### src/rtl/fadd_sub_seq_ctrl.sv
// Sequencer for the FP add/sub datapath: walks align, add/sub, normalize and round,
// or takes the special-operand bypass, then holds the tagged result until the consumer takes it.
module fadd_sub_seq_ctrl #(
   parameter int TAG_W        = 5,
   parameter int NORM_TIMEOUT = 48
) (
   input  logic             clk,
   input  logic             reset,
   input  logic             start_i,
   output logic             ready_o,
   input  logic             op_sub_i,
   input  logic [TAG_W-1:0] rd_tag_i,
   input  logic             special_i,
   input  logic             flush_i,
   input  logic             norm_done_i,
   output logic             align_en_o,
   output logic             addsub_en_o,
   output logic             norm_en_o,
   output logic             round_en_o,
   output logic             special_sel_o,
   output logic             op_sub_o,
   output logic             valid_o,
   output logic [TAG_W-1:0] rd_tag_o,
   input  logic             result_ready_i,
   output logic             busy_o,
   output logic             norm_timeout_o
);

   localparam int CNT_W = $clog2(NORM_TIMEOUT + 1);
   localparam logic [CNT_W-1:0] CNT_LAST = CNT_W'(NORM_TIMEOUT - 1);

   typedef enum logic [2:0] {
      S_IDLE, S_ALIGN, S_ADDSUB, S_NORM, S_ROUND, S_SPECIAL, S_DONE
   } state_t;

   state_t           state_q;
   logic [CNT_W-1:0] cnt_q;
   logic             op_sub_q;
   logic [TAG_W-1:0] tag_q;
   logic             special_q;
   logic             timeout_q;
   logic             accept;

   assign ready_o = (state_q == S_IDLE) & ~flush_i;
   assign accept  = start_i & ready_o;

   // Flush suppresses every enable and the result strobe in the cycle it is seen.
   assign align_en_o     = (state_q == S_ALIGN)  & ~flush_i;
   assign addsub_en_o    = (state_q == S_ADDSUB) & ~flush_i;
   assign norm_en_o      = (state_q == S_NORM)   & ~flush_i;
   assign round_en_o     = (state_q == S_ROUND)  & ~flush_i;
   assign valid_o        = (state_q == S_DONE)   & ~flush_i;
   assign special_sel_o  = (state_q == S_SPECIAL) | ((state_q == S_DONE) & special_q);
   assign busy_o         = (state_q != S_IDLE);
   assign op_sub_o       = op_sub_q;
   assign rd_tag_o       = tag_q;
   assign norm_timeout_o = timeout_q;

   always_ff @(posedge clk or posedge reset) begin
      if (reset) begin
         state_q   <= S_IDLE;
         cnt_q     <= '0;
         op_sub_q  <= 1'b0;
         tag_q     <= '0;
         special_q <= 1'b0;
         timeout_q <= 1'b0;
      end else if (flush_i && state_q != S_IDLE) begin
         state_q <= S_IDLE;
      end else begin
         case (state_q)
            S_IDLE: begin
               if (accept) begin
                  op_sub_q  <= op_sub_i;
                  tag_q     <= rd_tag_i;
                  special_q <= special_i;
                  timeout_q <= 1'b0;
                  state_q   <= special_i ? S_SPECIAL : S_ALIGN;
               end
            end
            S_ALIGN:  state_q <= S_ADDSUB;
            S_ADDSUB: begin
               cnt_q   <= '0;
               state_q <= S_NORM;
            end
            S_NORM: begin
               cnt_q <= cnt_q + 1'b1;
               if (norm_done_i) begin
                  state_q <= S_ROUND;
               end else if (cnt_q == CNT_LAST) begin
                  timeout_q <= 1'b1;
                  state_q   <= S_ROUND;
               end
            end
            S_ROUND:   state_q <= S_DONE;
            S_SPECIAL: state_q <= S_DONE;
            S_DONE:    if (result_ready_i) state_q <= S_IDLE;
            default:   state_q <= S_IDLE;
         endcase
      end
   end

endmodule
### config.mk
export PLATFORM = sky130hd
export DESIGN_NAME = fadd_sub_seq_ctrl
export DESIGN_NICKNAME = d
export VERILOG_FILES = /design/src/rtl/fadd_sub_seq_ctrl.sv
export SDC_FILE = /design/constraint.sdc
export NUM_CORES = 1
export LEC_CHECK = 0
export CAP_MARGIN = 40
export CORE_MARGIN = 8
export CORE_UTILIZATION = 45
export DETAILED_ROUTE_END_ITERATION = 12
export PLACE_DENSITY = 0.78
export SYNTH_ARGS = -nofsm -noshare
export SYNTH_HDL_FRONTEND = slang
export SYNTH_SLANG_ARGS = --single-unit
export TNS_END_PERCENT = 5
### constraint.sdc
create_clock -name clk -period 2.05 [get_ports clk]
set_input_delay 0.205 -clock clk [delete_from_list [all_inputs] [get_ports clk]]
set_output_delay 0.205 -clock clk [all_outputs]
set_load 0.05 [all_outputs]
**Word-level counts from Yosys, hierarchy flattened**

Index checks and enable logic that the tools add are counted.

- Register bits: 17
- Bits in latches: 0
- Bits in writable memories: 0
- Memory bits (read-only): 0
- Input bits: 13
- Output and inout port bits: 15
- Logic and storage cells: 53
- Memories kept: 0

- Add/sub/neg operators: 1
- Multipliers: 0
- Div/mod/pow operators: 0
- Order comparisons: 0
- Eq/ne operators: 13
- Shift-type cells: 0
- Mux-type cells: 12
- Bitwise logic cells: 11
- Reductions and logical operators: 10

Operators with widths:

| cell | count |
|---|---|
| $mux 3 | 6 |
| $pmux 3 s6 | 1 |
| $pmux 6 s2 | 1 |
| $eq 3x3->1 const B | 3 |
| $and 1x1->1 | 8 |
| $add 6x1->6 const B | 1 |
| $eq 3x2->1 const B | 2 |
| $eq 6x6->1 const B | 1 |
| $ne 3x2->1 const B | 2 |
| $reduce_and 3->1 | 2 |
| $reduce_and 5->1 | 1 |
| $ne 2x2->1 const B | 2 |
| $ne 4x2->1 const B | 1 |
| $reduce_bool 2->1 | 2 |
| $eq 3x1->1 const B | 1 |
| $logic_not 3->1 | 1 |
| $mux 1 | 3 |
| $reduce_bool 3->1 | 1 |
| $ne 2x1->1 const B | 1 |
| $not 1->1 | 2 |
| $pmux 1 s2 | 1 |
| $reduce_and 2->1 | 1 |
| $reduce_or 2->1 | 1 |
| $logic_and 1x1->1 | 1 |
| $or 1x1->1 | 1 |

**Longest topological paths before layout**

Gate-level depths: netlist of the first run.

- Depth in word-level cells: 6
- Mapped depth: 5
- Gate-level depth less buffers: 4

**Least setup slack after synthesis of the first run**

No wires, ideal clock.

- Kind: register to register
- Start point: register state_q[1]
- End point: register op_sub_q (netlist: op_sub_o)
- Setup time: 125 ps
- Data arrival time: 2894 ps
- Data required time: 1925 ps
- Slack: -969 ps
- Stages on the path, launching flop included: 5
- Cells stage by stage: dfrtp_1 -> buf_2 -> nor4_1 -> nand2_2 -> mux2_2

- Word-level cells in the longest chain between the ends: 4
- Elaborated cells on any way between the ends: 7
- Classes of those cells: 3 x bitwise; 4 x reduce/logical

RTL lines:

| element | line | source |
|---|---|---|
| from (decl) | 36 | `state_t state_q;` |
| from (signal assigned) | 77 | `state_q <= special_i ? S_SPECIAL : S_ALIGN;` |
| $logic_not 3->1 | 44 | `assign ready_o = (state_q == S_IDLE) & ~flush_i;` |
| $and 1x1->1 | 44 |  |
| net ready_o | 10 | `output logic ready_o,` |
| $and 1x1->1 | 45 | `assign accept = start_i & ready_o;` |
| $reduce_and 3->1 (no source line) | - |  |
| to (signal assigned) | 73 | `op_sub_q <= op_sub_i;` |
| to (decl) | 38 | `logic op_sub_q;` |

The timed path passes the listed nets, and every way through them passes these cells.
A chain may end at the register's enable or synchronous reset.

**Worst setup path after layout of the first run**

- Start point: register state_q[1]
- End point: output norm_en_o

- Word-level cells in the longest chain between the ends: 2

RTL lines:

| element | line | source |
|---|---|---|
| $eq 3x2->1 | 50 | `assign norm_en_o = (state_q == S_NORM) & ~flush_i;` |
| $and 1x1->1 | 50 |  |
| to (decl) | 18 | `output logic norm_en_o,` |

Every way passes these cells.

==> impl_results.rst, run 1 <==
.. list-table::
   :header-rows: 1

   * - Metric
     - Value
   * - Leakage
     - 0.553 nW
   * - Ranking of synthesized cells by instance count
     - sky130_fd_sc_hd__dfrtp_1, sky130_fd_sc_hd__mux2_2
   * - Global-route wire length before repair
     - 3830 um
   * - Upper clock frequency limit
     - 0.530 GHz
   * - Post-synthesis to final-layout area growth
     - 46.0%
   * - Post-synth ARST share
     - 1.00
   * - Die width
     - 60.3 um
   * - Iter 0 DRT Violations
     - 12
   * - Synthesized net count
     - 101
   * - Filler-free cell count of the finished design
     - 145
   * - Global placer's final weighted congestion
     - 0.807
   * - Worst min path class
     - primary input to asynchronous set/reset pin
   * - Sw Pwr
     - 0.728 mW
   * - Worst slew margin relative to its limit
     - 0.574
   * - Count of final hold-check violations
     - 0
   * - Detailed Routing Iterations Pass 1
     - 4
   * - Floorplan row count
     - 16
   * - Area of the core
     - 0.00190 sq mm
   * - Cells along the critical path
     - buf_4, or3b_4, nor2_1, buf_12
   * - Synthesized cell area
     - 885 sq um
   * - Fin crit period
     - 1.89 ns
   * - Wire length per cell after detailed routing
     - 15.5 um
   * - Worst setup skew after layout
     - 0.00393 ns
   * - Top cell type by total area after synthesis
     - sky130_fd_sc_hd__dfrtp_1
   * - Total vias in the final route
     - 768
   * - Area taken by multi-input logic gates
     - 419 sq um
   * - Required time at the worst-slack endpoint
     - 1.85 ns
   * - Sequential share of the synthesized area
     - 0.481
   * - Run status
     - finished clean
   * - Area contributors post-synth
     - sky130_fd_sc_hd__dfrtp_1, sky130_fd_sc_hd__mux2_2, sky130_fd_sc_hd__a21oi_1
   * - Clock tree buffer depth
     - 2
   * - Switching share of total power
     - 0.451
   * - Post-synth top area share
     - 0.481
   * - # hold bufs at CTS
     - 0
   * - Maximum number of pins on one net before global-route repair
     - 18
   * - Unrepaired setup endpoints after global routing
     - false
   * - Signal arrival time at the worst endpoint
     - 1.68 ns
   * - Final net count
     - 133
   * - Setup violations, final
     - 0
   * - Total grt overflow
     - 0
   * - CP Launch Type
     - flop
   * - Mapped Avg Cell Area
     - 10.2 sq um
   * - Initial core utilization
     - 0.465
   * - Highest cell delay on the worst timing path
     - 0.45 ns
   * - Classification of the worst setup path
     - flop to output port
   * - I/O pin total
     - 28
   * - Maximum resistive drop on vdd
     - 0.811 mV
   * - Number of clock sinks
     - 17
   * - Final count of pins violating max slew
     - 0
   * - Sequential cell area in the final layout
     - 425 sq um
   * - Pre-CTS setup slack
     - 0.202 ns
   * - Number of filler cells placed in the layout
     - 144
   * - Share of power burned in registers
     - 0.319
   * - Residual antenna-violating net count after detailed routing
     - 0
   * - Most numerous cell in the Yosys netlist
     - sky130_fd_sc_hd__dfrtp_1
   * - Comb pwr share
     - 0.572
   * - Post-route worst setup slack
     - 0.165 ns
   * - Cell area power density
     - 1250 mW/mm^2
   * - Largest delay share family, worst path
     - simple AND/OR/NAND/NOR gates
   * - Buffers & Inverters on Critical Path
     - 2
   * - Layout cell share with drive strength beyond 1
     - 0.220
   * - Vias in the first global route
     - 846
   * - CP max stage cell
     - sky130_fd_sc_hd__or3b_4
   * - Count of buffers added by post-CTS timing repair for setup
     - 0
   * - GRT Resource Usage Total
     - 0.140
   * - Measured slew at the worst slew-check pin
     - 0.638 ns
   * - Routed wire length
     - 2240 um
   * - Number of antenna violations at the first check in global routing
     - 0
   * - Number of instances in the placed design
     - 141
   * - Nature of the critical path endpoint
     - output port
   * - Clock tree from TritonCTS
     - built
   * - Distinct cells, synth
     - 29
   * - Top flip-flop cell by instance count after synthesis
     - sky130_fd_sc_hd__dfrtp_1
   * - Die Footprint
     - 0.00364 sq mm
   * - #FFs+latches synth
     - 17
   * - Deepest level of the CTS H-tree
     - 1
   * - Post-CTS sizing
     - 0
   * - Buffers on Ports
     - 27
   * - Post-synthesis cell count
     - 87
   * - Total CTS buffers
     - 3
   * - Post-synth EDFFs
     - 0
   * - Clock transition time at the flip-flop clock pins of the worst setup and hold paths
     - 0.10 ns
   * - Critical Path Fanout Max
     - 12
   * - Fraction of the core area covered by cells at the end of the flow
     - 0.679
   * - Internal Pwr Total
     - 0.887 mW
   * - Die outline height
     - 60.3 um
   * - Share of the cycle needed by the critical path after routing
     - 0.920
   * - Clock share of power
     - 0.109
   * - DP HPWL
     - 1800 um
   * - Count of warnings emitted by yosys
     - 0
   * - Clock Latency Late Sink
     - 0.28 ns
   * - Average via count per standard cell
     - 5.30
   * - Root Buffer
     - sky130_fd_sc_hd__clkbuf_4
   * - Max capacitance violation total
     - 0
   * - Count of inserted antenna diode cells
     - 0
   * - Drt drc
     - 0
==> power by group through the flow <==
stage	logic, mW	clock network [mW]	registers [mW]
5_1_grt	0.979	0.194	0.535
2_1_floorplan	0.389	0	0.724
3_5_place_dp	0.928	0	0.524
6_report	0.923	0.176	0.516
4_1_cts	0.931	0.181	0.517
3_3_place_gp	0.912	0	0.513
==> stage by stage <==
step                      power (mW)  area (sq um)  setup TNS [ns]  hold WS, ns
after detailed placement        1.45          1260               0        0.496
final                           1.61          1290               0        0.294
after CTS                       1.63          1290               0        0.310
after global routing            1.71          1290               0        0.372
after global placement          1.42          1260               0        0.460
after floorplan                 1.11           900          -0.710        0.131
==> cell type report <==
cell class	count	share of cell area
sequential	17	0.329
multi-input combinational	60	0.325
timing repair buffer	32	0.285
tap	27	0.0262
clock buffer	4	0.0203
inverter	5	0.0145
==> layer usage <==
| layer | share of wire | track usage |
|---|---|---|
| met1 | 0.39 | 0.150 |
| met2 | 0.52 | 0.232 |
| met3 | 0.079 | 0.0614 |
| met4 | 0.012 | 0.0646 |
| met5 | 0 | 0 |
==> path summary, 6_finish.rpt <==
check,from,cells past startpoint,slack (ns),end
setup / recovery,state_q[1]$_DFFE_PP0P_,4,0.16,norm_en_o
hold / removal,reset,2,0.29,state_q[2]$_DFFE_PP0P_
setup reg to reg,state_q[1]$_DFFE_PP0P_,4,0.29,cnt_q[5]$_DFFE_PP0P_
hold reg to reg,rd_tag_o[4]$_DFFE_PP0P_,1,0.51,rd_tag_o[4]$_DFFE_PP0P_
max in group asynchronous,reset,2,1.35,cnt_q[4]$_DFFE_PP0P_
min in group clk,rd_tag_o[4]$_DFFE_PP0P_,1,0.51,rd_tag_o[4]$_DFFE_PP0P_
==> placed cells by master, fill, tap and decap left out, drive strengths merged <==
master / n
a21o: 1
nor2b: 1
clkdlybuf4s50: 19
clkbuf: 4
nand2: 6
or4: 3
nand3: 5
or3b: 1
dfrtp: 17
ha: 1
a211oi: 1
nor2: 4
o31ai: 2
a21boi: 1
nor4: 2
mux2: 8
a211o: 1
inv: 5
dlymetal6s2s: 1
a41o: 1
nand2b: 2
a21oi: 5
nand4: 1
o21bai: 2
nor3: 4
nand4bb: 1
buf: 12
or3: 2
o21ai: 5
==> registers in the layout (all words and copies together) (netlist names) <==
| register | cells |
|---|---|
| op_sub_o | 1 |
| norm_timeout_o | 1 |
| cnt_q | 6 |
| rd_tag_o | 5 |
| special_q | 1 |
| state_q | 3 |
==> cells by family (layout without fill, tap and decap cells) <==
logic type	count (synthesis)	after routing	share of synthesized area
muxes	8	8	0.102
buffers and inverters	10	41	0.0622
adders and majority gates	1	1	0.0141
DFF	17	17	0.481
and+or+nand+nor	32	32	0.204
AOI/OAI and AO/OA	19	19	0.137
==> worst reg2reg max path, delay by kind of cell (launching register included) <==
family	cells	cell delay, ns
flip-flops	1	0.36
AO/OA/AOI/OAI	1	0.18
AND/OR/NAND/NOR	2	0.98
buffers and inverters	1	0.18
No activity file was read; power rests on OpenSTA's default activity.
==> inputs of run 2 (changes only) <==
--- a/config.mk
+++ b/config.mk
@@ -6,7 +6,7 @@
 export NUM_CORES = 1
 export LEC_CHECK = 0
 export CAP_MARGIN = 40
-export CORE_MARGIN = 8
+export CORE_MARGIN = 5
 export CORE_UTILIZATION = 45
 export DETAILED_ROUTE_END_ITERATION = 12
 export PLACE_DENSITY = 0.78
==> impl_results.rst, run 2 (synthesis gave the netlist of run 1 again) <==
.. list-table::
   :header-rows: 1

   * - Metric
     - Value
   * - Logic depth of the worst register-to-register path
     - 4 (unchanged)
   * - Layout cell share with drive strength beyond 1
     - 0.220 (unchanged)
   * - Root Buffer
     - sky130_fd_sc_hd__clkbuf_4
   * - Clock transition time at the flip-flop clock pins of the worst setup and hold paths
     - 0.10 ns (about the same)
   * - Clock tree from TritonCTS
     - built
   * - Switching share of total power
     - 0.452 (+0.000747)
   * - Most common library cell in the layout ignoring fill and taps
     - sky130_fd_sc_hd__clkdlybuf4s50_1
   * - Clock share of power
     - 0.113 (+0.004)
   * - Upper clock frequency limit
     - 0.523 GHz (-1.4%)
   * - Worst setup skew after layout
     - 0.00315 ns (-0.000780 ns)
   * - Post-route worst setup slack
     - 0.138 ns (-0.0263 ns)
   * - Reg2reg setup slack
     - 0.29 ns (about the same)
   * - Clock Latency Late Sink
     - 0.29 ns (about the same)
   * - Most frequent cells in the layout
     - sky130_fd_sc_hd__clkdlybuf4s50_1, sky130_fd_sc_hd__dfrtp_1, sky130_fd_sc_hd__mux2_2
   * - Total CTS buffers
     - 3 (unchanged)
   * - Routed wire length
     - 2100 um (-6.4%)
   * - Count of inserted antenna diode cells
     - 0 (unchanged)
   * - Global placer's final weighted congestion
     - 0.853 (+5.8%)
   * - Leakage
     - 0.553 nW (unchanged)
   * - Initial core utilization
     - 0.460 (-0.00485)
   * - Maximum resistive drop on vdd
     - 0.934 mV (+15%)
   * - Floorplan row count
     - 16 (unchanged)
   * - R2r endpoint
     - cnt_q[5]$_DFFE_PP0P_
   * - # hold bufs at CTS
     - 0 (unchanged)
   * - Fin crit period
     - 1.91 ns (+0.0263 ns)
   * - Critical register-to-register path startpoint
     - state_q[1]$_DFFE_PP0P_
   * - Capture point of the worst path
     - norm_en_o
   * - Deepest level of the CTS H-tree
     - 1 (unchanged)
   * - Signal arrival time at the worst endpoint
     - 1.71 ns (+0.03 ns)
   * - Total vias in the final route
     - 763 (-0.65%)
   * - Average via count per standard cell
     - 5.26 (-0.65%)
   * - Required time at the worst-slack endpoint
     - 1.85 ns (about the same)
   * - Share of the cycle needed by the critical path after routing
     - 0.933 (+0.0128)
   * - Nature of the critical path endpoint
     - output port
   * - Vias in the first global route
     - 786 (-7.1%)
   * - Die Footprint
     - 0.00295 sq mm (-19%)
   * - Total grt overflow
     - 0 (unchanged)
   * - Wire length per cell after detailed routing
     - 14.5 um (-6.4%)
   * - Critical Path Fanout Max
     - 12 (unchanged)
   * - Clock tree buffer depth
     - 2 (unchanged)
   * - Flip-flop count of the largest register after layout
     - 6 (unchanged)
   * - Worst min path class
     - primary input to asynchronous set/reset pin
   * - Setup violations, final
     - 0 (unchanged)
   * - Setup TNS Final
     - 0 ns (unchanged)
   * - Number of instances in the placed design
     - 141 (unchanged)
   * - Start point of the critical path
     - state_q[1]$_DFFE_PP0P_
   * - Die outline height
     - 54.3 um (-9.9%)
   * - Comb pwr share
     - 0.571 (about the same)
   * - Filler-free cell count of the finished design
     - 145 (unchanged)
   * - Final net count
     - 133 (unchanged)
   * - Buffers on Ports
     - 27 (unchanged)
   * - Count of final hold-check violations
     - 0 (unchanged)
   * - Share of power burned in registers
     - 0.316 (-0.003)
   * - Number of filler cells placed in the layout
     - 148 (+2.8%)
   * - Worst slew margin relative to its limit
     - 0.576 (+0.00174)
   * - Global-route wire length before repair
     - 3430 um (-10%)
   * - Internal Pwr Total
     - 0.887 mW (about the same)
   * - Classification of the worst setup path
     - flop to output port
   * - Area of the core
     - 0.00192 sq mm (+1.1%)
   * - Detailed Routing Iterations Pass 1
     - 4 (unchanged)
   * - Maximum number of pins on one net before global-route repair
     - 18 (unchanged)
   * - Drt drc
     - 0 (unchanged)
   * - Post-synthesis to final-layout area growth
     - 46.0% (unchanged)
   * - Iter 0 DRT Violations
     - 10 (-2)
   * - Number of antenna violations at the first check in global routing
     - 0 (unchanged)
   * - Max capacitance violation total
     - 0 (unchanged)
   * - Run status
     - finished clean
   * - Post-CTS sizing
     - 0 (unchanged)
   * - Register with the most flip-flops
     - cnt_q
   * - Die width
     - 54.3 um (-9.9%)
   * - Pre-CTS setup slack
     - 0.186 ns (-0.0155 ns)
   * - I/O pin total
     - 28 (unchanged)
   * - DP HPWL
     - 1590 um (-12%)
   * - Measured slew at the worst slew-check pin
     - 0.635 ns (-0.00261 ns)
   * - Number of clock sinks
     - 17 (unchanged)
   * - GRT Resource Usage Total
     - 0.157 (+0.0167)
   * - Count of buffers added by post-CTS timing repair for setup
     - 0 (unchanged)
   * - Unrepaired setup endpoints after global routing
     - false
   * - Cell area power density
     - 1250 mW/mm^2 (+0.16%)
   * - CP Launch Type
     - flop
   * - Residual antenna-violating net count after detailed routing
     - 0 (unchanged)
   * - Sw Pwr
     - 0.730 mW (+0.33%)
   * - Final count of pins violating max slew
     - 0 (unchanged)
[run 2: cell counts in the layout (fill, tap and decap cells not counted)]
Identical to the previous run, type by type.
[run 2: metrics by stage]
step                hold WS (ns)  utilization  total power [mW]  area, sq um
floorplan                  0.131            -              1.11          900
global placement           0.461        0.657              1.42         1260
detailed placement         0.469        0.657              1.44         1260
CTS                        0.334        0.671              1.63         1290
global route               0.367        0.672              1.70         1290
finish                     0.300        0.672              1.62         1290
[run 2: cell type report]
class / count / area [sq um] / area share
Multi-Input combinational cell: 60 / 419 / 0.325
Sequential cell: 17 / 425 / 0.329
Clock buffer: 4 / 26.3 / 0.0203
Tap cell: 27 / 33.8 / 0.0262
Timing Repair Buffer: 32 / 368 / 0.285
Inverter: 5 / 18.8 / 0.0145
[run 2: per-layer routing]
layer	global-route usage	vias to the layer above	routed length [um]
li1	-	375	-
met1	0.186	368	886
met2	0.273	18	1080
met3	0.0572	2	120
met4	0.0249	0	9
met5	0	-	0
[run 2: worst min-delay path by stage]
stage,start,endpoint,slack [ns],cells after the start
after floorplan,reset,cnt_q[0]$_DFFE_PP0P_,0.13,1
after global placement,norm_timeout_o$_DFFE_PP0P_,norm_timeout_o$_DFFE_PP0P_,0.46,1
after detailed placement,norm_timeout_o$_DFFE_PP0P_,norm_timeout_o$_DFFE_PP0P_,0.47,1
after CTS,reset,norm_timeout_o$_DFFE_PP0P_,0.33,2
after global routing,reset,rd_tag_o[4]$_DFFE_PP0P_,0.37,2
final,reset,rd_tag_o[1]$_DFFE_PP0P_,0.30,2
[run 2: critical path, cell delays in order (launching register included)]
cell	delay, ns
sky130_fd_sc_hd__dfrtp_1	0.36
sky130_fd_sc_hd__buf_4	0.18
sky130_fd_sc_hd__or3b_4	0.46
sky130_fd_sc_hd__nor2_1	0.24
sky130_fd_sc_hd__buf_12	0.18
[run 2: power groups by stage]
| stage | registers, mW | logic (mW) | clock network [mW] |
|---|---|---|---|
| global route | 0.528 | 0.972 | 0.205 |
| CTS | 0.512 | 0.932 | 0.189 |
| finish | 0.511 | 0.923 | 0.183 |
| floorplan | 0.724 | 0.389 | 0 |
| detailed placement | 0.517 | 0.923 | 0 |
| global placement | 0.511 | 0.914 | 0 |
==> inputs of run 3 (changes only) <==
--- a/config.mk
+++ b/config.mk
@@ -7,9 +7,9 @@
 export LEC_CHECK = 0
 export CAP_MARGIN = 40
 export CORE_MARGIN = 5
-export CORE_UTILIZATION = 45
+export CORE_UTILIZATION = 48
 export DETAILED_ROUTE_END_ITERATION = 12
-export PLACE_DENSITY = 0.78
+export PLACE_DENSITY = 0.82
 export SYNTH_ARGS = -nofsm -noshare
 export SYNTH_HDL_FRONTEND = slang
 export SYNTH_SLANG_ARGS = --single-unit
==> constraint.sdc (replaced) <==
create_clock -name clk -period 2.4 [get_ports clk]
set_input_delay 0.24 -clock clk [delete_from_list [all_inputs] [get_ports clk]]
set_output_delay 0.24 -clock clk [all_outputs]
set_load 0.05 [all_outputs]
==> impl_results.rst, run 3 (synthesis gave the netlist of run 1 again) <==
.. list-table::
   :header-rows: 1

   * - Metric
     - Value
   * - Clock tree from TritonCTS
     - built
   * - Pre-CTS setup slack
     - 0.379 ns (+0.192 ns)
   * - Wire length per cell after detailed routing
     - 14.4 um (-0.72%)
   * - Required time at the worst-slack endpoint
     - 2.16 ns (+0.31 ns)
   * - Setup TNS Final
     - 0 ns (unchanged)
   * - GRT Resource Usage Total
     - 0.179 (+0.0221)
   * - Run status
     - finished clean
   * - # hold bufs at CTS
     - 0 (unchanged)
   * - Final Hold Slack
     - 0.313 ns (+0.0125 ns)
   * - I/O pin total
     - 28 (unchanged)
   * - Setup violations, final
     - 0 (unchanged)
   * - Fin crit period
     - 2.24 ns
   * - Classification of the worst setup path
     - flop to output port
   * - Die outline height
     - 52.9 um (-2.6%)
   * - Total grt overflow
     - 0 (unchanged)
   * - Area of the core
     - 0.00175 sq mm (-9.2%)
   * - Maximum number of pins on one net before global-route repair
     - 18 (unchanged)
   * - Die width
     - 52.9 um (-2.6%)
   * - Post-route worst setup slack
     - 0.162 ns (+0.0235 ns)
   * - Root Buffer
     - sky130_fd_sc_hd__clkbuf_4
   * - Global-route wire length before repair
     - 3670 um (+7.0%)
   * - Clock Latency Late Sink
     - 0.30 ns (about the same)
   * - Count of inserted antenna diode cells
     - 0 (unchanged)
   * - Detailed Routing Iterations Pass 1
     - 4 (unchanged)
   * - Maximum resistive drop on vdd
     - 0.694 mV (-26%)
   * - Total vias in the final route
     - 760 (-0.39%)
   * - Deepest level of the CTS H-tree
     - 1 (unchanged)
   * - Buffers & Inverters on Critical Path
     - 1 (-1)
   * - Clock tree buffer depth
     - 2 (unchanged)
   * - CP max stage cell
     - sky130_fd_sc_hd__clkdlybuf4s50_1
   * - Largest delay share family, worst path
     - buffers and inverters
   * - Residual antenna-violating net count after detailed routing
     - 0 (unchanged)
   * - Floorplan row count
     - 15 (-1)
   * - CP Launch Type
     - flop
   * - Total CTS buffers
     - 3 (unchanged)
   * - Register with the most flip-flops
     - cnt_q
   * - Worst min path class
     - primary input to asynchronous set/reset pin
   * - Measured slew at the worst slew-check pin
     - 0.654 ns (+0.0186 ns)
   * - Layout cell share with drive strength beyond 1
     - 0.200 (-0.0203)
   * - Most common library cell in the layout ignoring fill and taps
     - sky130_fd_sc_hd__clkdlybuf4s50_1
   * - Number of antenna violations at the first check in global routing
     - 0 (unchanged)
   * - Initial core utilization
     - 0.507 (+0.0465)
   * - Iter 0 DRT Violations
     - 14 (+4)
   * - Most frequent cells in the layout
     - sky130_fd_sc_hd__clkdlybuf4s50_1, sky130_fd_sc_hd__dfrtp_1, sky130_fd_sc_hd__mux2_2
   * - Buffers on Ports
     - 27 (unchanged)
   * - Count of final hold-check violations
     - 0 (unchanged)
   * - Number of clock sinks
     - 17 (unchanged)
   * - Cells along the critical path
     - or3_1, clkdlybuf4s50_1
   * - Worst setup skew after layout
     - 0.00322 ns (+0.0000716 ns)
   * - Critical Path Fanout Max
     - 11 (-1)
   * - Signal arrival time at the worst endpoint
     - 2.00 ns (+0.29 ns)
   * - Post-synthesis to final-layout area growth
     - 37.2%
   * - Clock transition time at the flip-flop clock pins of the worst setup and hold paths
     - 0.11 ns (about the same)
   * - Worst slew margin relative to its limit
     - 0.563 (-0.0124)
   * - Global placer's final weighted congestion
     - 0.890 (+4.3%)
   * - Leakage
     - 0.529 nW (-4.5%)
   * - Highest cell delay on the worst timing path
     - 0.73 ns (+0.27 ns)
   * - Unrepaired setup endpoints after global routing
     - false
   * - Vias in the first global route
     - 814 (+3.6%)
   * - Routed wire length
     - 2010 um (-4.1%)
   * - DP HPWL
     - 1530 um (-3.9%)
   * - Max capacitance violation total
     - 0 (unchanged)
   * - Cell area power density
     - 1090 mW/mm^2 (-13%)
   * - Share of the cycle needed by the critical path after routing
     - 0.933
   * - Final net count
     - 130 (-2.3%)
   * - Die Footprint
     - 0.00280 sq mm (-5.1%)
   * - Flip-flop count of the largest register after layout
     - 6 (unchanged)
   * - Final count of pins violating max slew
     - 0 (unchanged)
   * - Upper clock frequency limit
     - 0.447 GHz
   * - Average via count per standard cell
     - 5.43 (+3.2%)
   * - Drt drc
     - 0 (unchanged)
   * - Nature of the critical path endpoint
     - output port
run 3: cell types whose count changed in the layout (fill, tap and decap cells not counted):
cell	delta
sky130_fd_sc_hd__buf_12	-4
sky130_fd_sc_hd__clkbuf_1	-1
sky130_fd_sc_hd__clkdlybuf4s50_1	+1
sky130_fd_sc_hd__clkinvlp_4	+1
sky130_fd_sc_hd__nor4_2	+1
sky130_fd_sc_hd__nor4_4	-1
run 3: area by class of cell:
type	count	area (sq um)
Fill cell	146	532
Sequential cell	17	425
Multi-Input combinational cell	60	410
Timing Repair Buffer	29	298
Tap cell	25	31.3
Clock buffer	3	22.5
Inverter	5	18.8
Clock inverter	1	7.51
run 3: through the flow:
stage          power (mW)  cells  cell area (sq um)   util
2_1_floorplan       0.941     87                891      -
5_1_grt              1.41    140               1210  0.695
4_1_cts              1.33    140               1210  0.694
3_3_place_gp         1.15    136               1180  0.677
6_report             1.32    140               1210  0.695
3_5_place_dp         1.16    136               1180  0.677
run 3: timing repair:
item	CTS	global route
resized for setup	0	1
endpoints found under the hold margin	0	0
buffers inserted	0	0
setup endpoints to repair	0	1
run 3: power by group:
group | switching, mW | total (mW) | internal [mW]
Sequential | 0.0940 | 0.472 | 0.378
Clock | 0.102 | 0.166 | 0.0636
Combinational | 0.419 | 0.685 | 0.266
Total | 0.615 | 1.32 | 0.708
run 3: final timing paths:
path / start / end / slack (ns) / cells past startpoint
max in group asynchronous: reset / op_sub_o$_DFFE_PP0P_ / 1.67 / 2
min reg2reg: norm_timeout_o$_DFFE_PP0P_ / norm_timeout_o$_DFFE_PP0P_ / 0.50 / 1
min: reset / cnt_q[2]$_DFFE_PP0P_ / 0.31 / 2
max: state_q[1]$_DFFE_PP0P_ / busy_o / 0.16 / 2
max reg2reg: state_q[1]$_DFFE_PP0P_ / cnt_q[5]$_DFFE_PP0P_ / 0.64 / 3
min in group clk: norm_timeout_o$_DFFE_PP0P_ / norm_timeout_o$_DFFE_PP0P_ / 0.50 / 1
run 3: layer usage:
metal	part of all wire	vias to the layer above	track usage
met5	0	-	0
met3	0.080	4	0.0873
li1	-	370	-
met1	0.42	361	0.201
met2	0.49	25	0.300
met4	0.010	0	0.0468
run 3: worst reg2reg max path: stages, from the launching register on:
cell and delay, ns:
sky130_fd_sc_hd__dfrtp_1 0.55, sky130_fd_sc_hd__or3b_4 0.49, sky130_fd_sc_hd__or4_1 0.51, sky130_fd_sc_hd__a21oi_1 0.15
